File: src/rtl/coreahbltoaxi_wrch_rdctrl.sv
// Read-side controller for the write-channel data buffer of the AHB-Lite-to-AXI
// bridge. Drains 64-bit entries from the dual-half RAM one beat at a time, in
// bursts described by the AW-side issuer. Drives the AXI W channel through a
// 2-entry skid FIFO, so WREADY backpressure never stalls a RAM read already in flight.
module coreahbltoaxi_wrch_rdctrl #(
  parameter int RAM_AWIDTH = 4
) (
  input  logic                  ACLK,
  input  logic                  ARESETn,
  input  logic [RAM_AWIDTH:0]   WPtr,
  output logic [RAM_AWIDTH:0]   RPtr,
  output logic [RAM_AWIDTH-1:0] RAddr,
  output logic                  Re1,
  output logic                  Re2,
  output logic                  Rempty,
  input  logic [63:0]           Rdata,
  input  logic                  cmd_valid,
  output logic                  cmd_ready,
  input  logic [3:0]            cmd_len,
  input  logic [1:0]            cmd_first_strb,
  input  logic [1:0]            cmd_last_strb,
  output logic [63:0]           WDATA,
  output logic [7:0]            WSTRB,
  output logic                  WLAST,
  output logic                  WVALID,
  input  logic                  WREADY
);

  typedef enum logic [1:0] {
    IDLE  = 2'd0,
    ISSUE = 2'd1,
    DRAIN = 2'd2
  } state_t;

  state_t state_q;
  state_t state_d;

  logic [3:0]  len_q;
  logic [3:0]  beats_left_q;
  logic [1:0]  first_strb_q;
  logic [1:0]  last_strb_q;
  logic        first_q;

  logic [1:0]  beat_mask;
  logic        beat_last;
  logic        issue;
  logic        pop;
  logic        credit_ok;
  logic        fifo_valid;

  logic [RAM_AWIDTH:0] rptr_q;

  logic [63:0] slot_data_q [2];
  logic [1:0]  slot_mask_q [2];
  logic        slot_last_q [2];
  logic        slot_pend_q [2];
  logic        wr_idx_q;
  logic        rd_idx_q;
  logic [1:0]  count_q;

  // Unread RAM halves come back as X, so only enabled halves pass through.
  function automatic logic [63:0] mask_data(input logic [63:0] d, input logic [1:0] m);
    mask_data = {(m[1] ? d[63:32] : 32'h0), (m[0] ? d[31:0] : 32'h0)};
  endfunction

  assign Rempty     = (rptr_q == WPtr);
  assign RPtr       = rptr_q;
  assign RAddr      = rptr_q[RAM_AWIDTH-1:0];
  assign fifo_valid = (count_q != 2'd0);
  assign pop        = fifo_valid & WREADY;
  // A slot is reserved at issue time; a same-cycle pop frees one slot.
  assign credit_ok  = (count_q != 2'd2) | pop;
  assign issue      = (state_q == ISSUE) & ~Rempty & credit_ok;
  assign Re1        = issue & beat_mask[0];
  assign Re2        = issue & beat_mask[1];
  assign cmd_ready  = (state_q == IDLE) & ARESETn;

  // Half-word enables for the beat about to be read, from the latched command.
  always_comb begin
    beat_mask = 2'b11;
    beat_last = (beats_left_q == 4'd0);
    if (len_q == 4'd0) begin
      beat_mask = first_strb_q & last_strb_q;
    end else if (first_q) begin
      beat_mask = first_strb_q;
    end else if (beats_left_q == 4'd0) begin
      beat_mask = last_strb_q;
    end
  end

  // State register for the burst sequencer.
  always_ff @(posedge ACLK or negedge ARESETn) begin
    if (!ARESETn) begin
      state_q <= IDLE;
    end else begin
      state_q <= state_d;
    end
  end

  // Next-state logic: accept a command, issue every read, then wait for WLAST.
  always_comb begin
    state_d = state_q;
    case (state_q)
      IDLE: begin
        if (cmd_valid) begin
          state_d = ISSUE;
        end
      end
      ISSUE: begin
        if (issue && (beats_left_q == 4'd0)) begin
          state_d = DRAIN;
        end
      end
      DRAIN: begin
        if (pop && WLAST) begin
          state_d = IDLE;
        end
      end
      default: state_d = IDLE;
    endcase
  end

  // Latch the burst command and count beats down as their reads are issued.
  always_ff @(posedge ACLK or negedge ARESETn) begin
    if (!ARESETn) begin
      len_q        <= 4'd0;
      beats_left_q <= 4'd0;
      first_strb_q <= 2'b00;
      last_strb_q  <= 2'b00;
      first_q      <= 1'b0;
    end else if ((state_q == IDLE) && cmd_valid) begin
      len_q        <= cmd_len;
      beats_left_q <= cmd_len;
      first_strb_q <= cmd_first_strb;
      last_strb_q  <= cmd_last_strb;
      first_q      <= 1'b1;
    end else if (issue && (beats_left_q != 4'd0)) begin
      beats_left_q <= beats_left_q - 4'd1;
      first_q      <= 1'b0;
    end
  end

  // Read pointer advances once per issued read, wrapping through its MSB.
  always_ff @(posedge ACLK or negedge ARESETn) begin
    if (!ARESETn) begin
      rptr_q <= '0;
    end else if (issue) begin
      rptr_q <= rptr_q + 1'b1;
    end
  end

  // Skid FIFO: a slot is claimed on issue and filled from Rdata one cycle later.
  always_ff @(posedge ACLK or negedge ARESETn) begin
    if (!ARESETn) begin
      for (int i = 0; i < 2; i++) begin
        slot_data_q[i] <= 64'h0;
        slot_mask_q[i] <= 2'b00;
        slot_last_q[i] <= 1'b0;
        slot_pend_q[i] <= 1'b0;
      end
      wr_idx_q <= 1'b0;
      rd_idx_q <= 1'b0;
      count_q  <= 2'd0;
    end else begin
      for (int i = 0; i < 2; i++) begin
        if (slot_pend_q[i]) begin
          slot_data_q[i] <= mask_data(Rdata, slot_mask_q[i]);
          slot_pend_q[i] <= 1'b0;
        end
      end
      if (issue) begin
        slot_mask_q[wr_idx_q] <= beat_mask;
        slot_last_q[wr_idx_q] <= beat_last;
        slot_pend_q[wr_idx_q] <= 1'b1;
        wr_idx_q              <= ~wr_idx_q;
      end
      if (pop) begin
        rd_idx_q <= ~rd_idx_q;
      end
      count_q <= count_q + {1'b0, issue} - {1'b0, pop};
    end
  end

  // W channel driven from the FIFO head; a freshly read head bypasses Rdata.
  always_comb begin
    WVALID = fifo_valid;
    WDATA  = 64'h0;
    WSTRB  = 8'h00;
    WLAST  = 1'b0;
    if (fifo_valid) begin
      WSTRB = {{4{slot_mask_q[rd_idx_q][1]}}, {4{slot_mask_q[rd_idx_q][0]}}};
      WLAST = slot_last_q[rd_idx_q];
      WDATA = slot_pend_q[rd_idx_q] ? mask_data(Rdata, slot_mask_q[rd_idx_q])
                                    : slot_data_q[rd_idx_q];
    end
  end

endmodule

File: config.mk
export PLATFORM = sky130hd
export DESIGN_NAME = coreahbltoaxi_wrch_rdctrl
export DESIGN_NICKNAME = d
export VERILOG_FILES = /design/src/rtl/coreahbltoaxi_wrch_rdctrl.sv
export SDC_FILE = /design/constraint.sdc
export NUM_CORES = 1
export LEC_CHECK = 0
export ABC_AREA = 1
export BUFFER_PORTS_ARGS = -buffer_cell sky130_fd_sc_hd__buf_2
export CELL_PAD_IN_SITES_DETAIL_PLACEMENT = 0
export CELL_PAD_IN_SITES_GLOBAL_PLACEMENT = 2
export CORE_ASPECT_RATIO = 0.75
export CORE_MARGIN = 2
export CORE_UTILIZATION = 33
export CTS_CLUSTER_DIAMETER = 30
export CTS_CLUSTER_SIZE = 8
export DETAILED_ROUTE_END_ITERATION = 6
export GPL_ROUTABILITY_DRIVEN = 0
export PLACE_DENSITY_LB_ADDON = 0.05
export SLEW_MARGIN = 20
export SYNTH_ARGS = -nofsm -noshare
export SYNTH_HDL_FRONTEND = slang
export SYNTH_SLANG_ARGS = --single-unit
File: constraint.sdc
create_clock -name ACLK -period 2.55 [get_ports ACLK]
set_input_delay 0.765 -clock ACLK [delete_from_list [all_inputs] [get_ports ACLK]]
set_output_delay 0.765 -clock ACLK [all_outputs]
set_load 0.05 [all_outputs]
==> metrics.md <==
| Metric | Value |
|---|---|
| Status | finished with violations |
| Violations in the final reports | negative setup slack |
| Die area | between 20000 and 30000 um2 |
| I/O pins | between 150 and 200 |
| CTS clk-pin slew, worst paths | 70 ps |
| Share of cells above drive strength 1 | 0.3636 |
| Vias | 7365 |
| Drt wl/cell | roughly 17 um |
| First-pass GRT wire length | approximately 40000 um |
| Synthesized area per cell | ~8.5 um2 |
| # DRC | 0 |
| Gr busiest metal | met2 |
| CTS Buf Count | 17 |
| Clk_lat worst skew | around 430 ps |
| Met1 Use GR | 0.2892 |
| Fin. max-slew vios | 0 |
| Maximum clock frequency | about 350 MHz |
| Met3 Use GR | 0.03662 |
| CORE AREA | roughly 25000 um2 |
| CTS tree | built |
| # rows | 50 |
| Met2 usage | 0.2955 |
| Clock Sinks | 160 |
| Synth area leader | dfrtp_1 |
| Max Root-Sink Buffers | 2 |
| Synth Cell Area | ~8500 um2 |
| Post-Synth Simple-Gate Area | 0.08382 |
| Worst reg2reg endpoint | count_q[1] |
| Initial Util | 0.3389 |
| Final period utilization | 1.127 |
| Worst setup margin | -322.6 ps |
| Clock skew | 5.472 ps |
| Critical Path Source Type | flip-flop |
| Post-Synth Adder-Cell Area | 0.007340 |
| Worst setup EP type | primary output |
| Largest net degree at the start of global routing | between 150 and 200 |
| Placed cell count | approximately 1500 |
| YS warnings | 0 |
| Post-CTS Hold Buffers | 0 |
| Initial DRC count | 388 |
| Post-synth EDFFs | 0 |
| Arr. time, crit path | 2110 ps |
| Reg2reg path depth | 8 |
| Mux cell area share after synthesis | 0.001615 |
| Post-Layout Cell Count | about 1500 |
| Vias in the first global route | roughly 7400 |
| Vias per Instance | approximately 4.8 |
| Routed WL | between 20000 and 30000 um |
| CP endpoint | WDATA[59] |
| Worst Max-Slew Pin Slew | between 900 and 1000 ps |
| CP max FO | 8 |
| Worst Setup Path Type | flip-flop to primary output |
| Rel. slew slack | 0.3717 |
| CTS root buf | clkbuf_16 |
| Largest cells by area after synthesis | dfrtp_1 47%, inv_1 9.7%, o22ai_1 9.4% |
| Yosys reg bits | 160 |
| Total of max-cap violations | 0 |
| Setup violations, final | between 60 and 70 |
| DRT Pass-1 Iters | 4 |
| Die width | 189.6 um |
| Compound-Gate Fraction of Synth Area | 0.2748 |
| Gr usage total | 0.1948 |
| CP Launch Point | rd_idx_q |
| Seq/Total Area, Yosys | 0.4698 |
| DIE HEIGHT | between 100 and 150 um |
| Fin nets | between 1000 and 1500 |
| Count of final hold-check violations | 0 |
| ANT nets after route | 0 |
| Post-layout min period | roughly 2900 ps |
| Fraction of registers with async set or reset after synthesis | 1.000 |
| Worst flop-to-flop path startpoint | count_q[1] |
| Area Overhead vs Synth | 44.45% |
| Synth cell count leaders | 221 x inv_1, 160 x dfrtp_1, 130 x a21oi_1 |
| Grt ovf | 0 |
| Mapped Cells | 1000 |
| Synth cell types | 30 |
| Post-synthesis xor/xnor area fraction | 0.009102 |
| Post-DP HPWL | 15170 um |
| Largest family of logic cells by synthesized area | compound AO/OA/AOI/OAI gates |
| RSZ-0062 raised after global routing | true |
| Syn Nets | about 1100 |
| Crit path required time | approximately 1800 ps |
| Initial antenna violation count | 0 |
| Ant diodes | 0 |
| IO Port Bufs | 167 |
| Primary FF master, synth | dfrtp_1 |
| Synth top area share | 0.4698 |
| H-tree levels | 4 |
| Hold crit path type | primary input to async pin |
| Worst R2R Setup Slack | roughly 690 ps |
| Count leader, synth | inv_1 |
metrics by stage:
| stage | worst slack [ps] | setup TNS [ps] | hold slack [ps] | util | area [um2] |
|---|---|---|---|---|---|
| 2_1_floorplan | -89.33 | -89.33 | 441.9 | - | 8791 |
| 3_3_place_gp | 23.48 | 0 | 461.6 | 0.4001 | 10060 |
| 3_5_place_dp | 2.985 | 0 | 466.1 | 0.4001 | 10060 |
| 4_1_cts | -328.3 | -18130 | 484.9 | 0.4657 | 11710 |
| 5_1_grt | -397.9 | -21020 | 517.3 | 0.4896 | 12310 |
| 6_report | -322.6 | -15710 | 432.2 | 0.4896 | 12310 |
worst min-delay path by stage:
stage                                  to     start  slack (ps)  depth (start not counted)
after detailed placement         len_q[2]  len_q[2]         470                          2
final                             RPtr[1]   ARESETn         430                          2
after global routing      beats_left_q[0]   ARESETn         520                          2
after CTS                        len_q[2]  len_q[2]         480                          2
after global placement            first_q   first_q         460                          2
after floorplan                   first_q   first_q         440                          2
layout by cell type (no fill, tap or decap), types with 9 or more instances in the layout:
cell type / instances
inv_1: 215
dfrtp_1: 154
buf_2: 92
a211oi_4: 37
a21oi_2: 38
nand2_1: 68
buf_4: 35
nand3_1: 11
buf_12: 15
buf_16: 9
buf_6: 78
a21oi_1: 86
clkbuf_16: 23
nor2_1: 66
o21ai_0: 19
buf_8: 10
nand2_2: 9
nor2_2: 9
a211oi_2: 27
o22ai_1: 128
per-layer routing:
metal  wire (um)  up-vias
li1            -     3647
met1       13380     3574
met2       11720      126
met3         975       18
met4         303        0
met5           0        -
repair_timing:
item                                    CTS  global route
setup buffers                            10            18
resized for setup                       208            85
pin swaps                                14            21
endpoints found under the setup margin   75            76
hold endpoints to repair                  0             0
cloned                                    9             8
kinds of logic after synthesis:
| kind of cell | Yosys count |
|---|---|
| flops | 160 |
| buf+inv | 304 |
| xor+xnor | 8 |
| compound gates | 343 |
| simple gates | 179 |
| mux | 1 |
| fa+ha+maj | 5 |
worst max-delay path: stages (launching register included):
cell      delay [ps]
dfrtp_4          520
mux2i_4          200
buf_12           150
buf_16           170
buf_16           170
a211oi_4         260
buf_6            190
cell type report:
class,count,area (um2)
Clock buffer,21,460.4
Clock inverter,11,155.1
Fill cell,2499,12840
Inverter,223,852.1
Multi-Input combinational cell,536,3885
Sequential cell,160,4014
Tap cell,338,422.9
Timing Repair Buffer,248,2522
state kept, by name (all words and copies together) (netlist names):
| signal | flops |
|---|---|
| RPtr | 5 |
| beats_left_q | 4 |
| count_q | 2 |
| first_q | 1 |
| first_strb_q | 2 |
| last_strb_q | 2 |
| len_q | 4 |
| rd_idx_q | 1 |
| slot_data_q | 128 |
| slot_last_q | 2 |
| slot_mask_q | 4 |
| slot_pend_q | 2 |
| state_q | 2 |
| wr_idx_q | 1 |
Power is not shown: default switching activity piles up to over one toggle a cycle in this logic, so the estimate is an artifact.
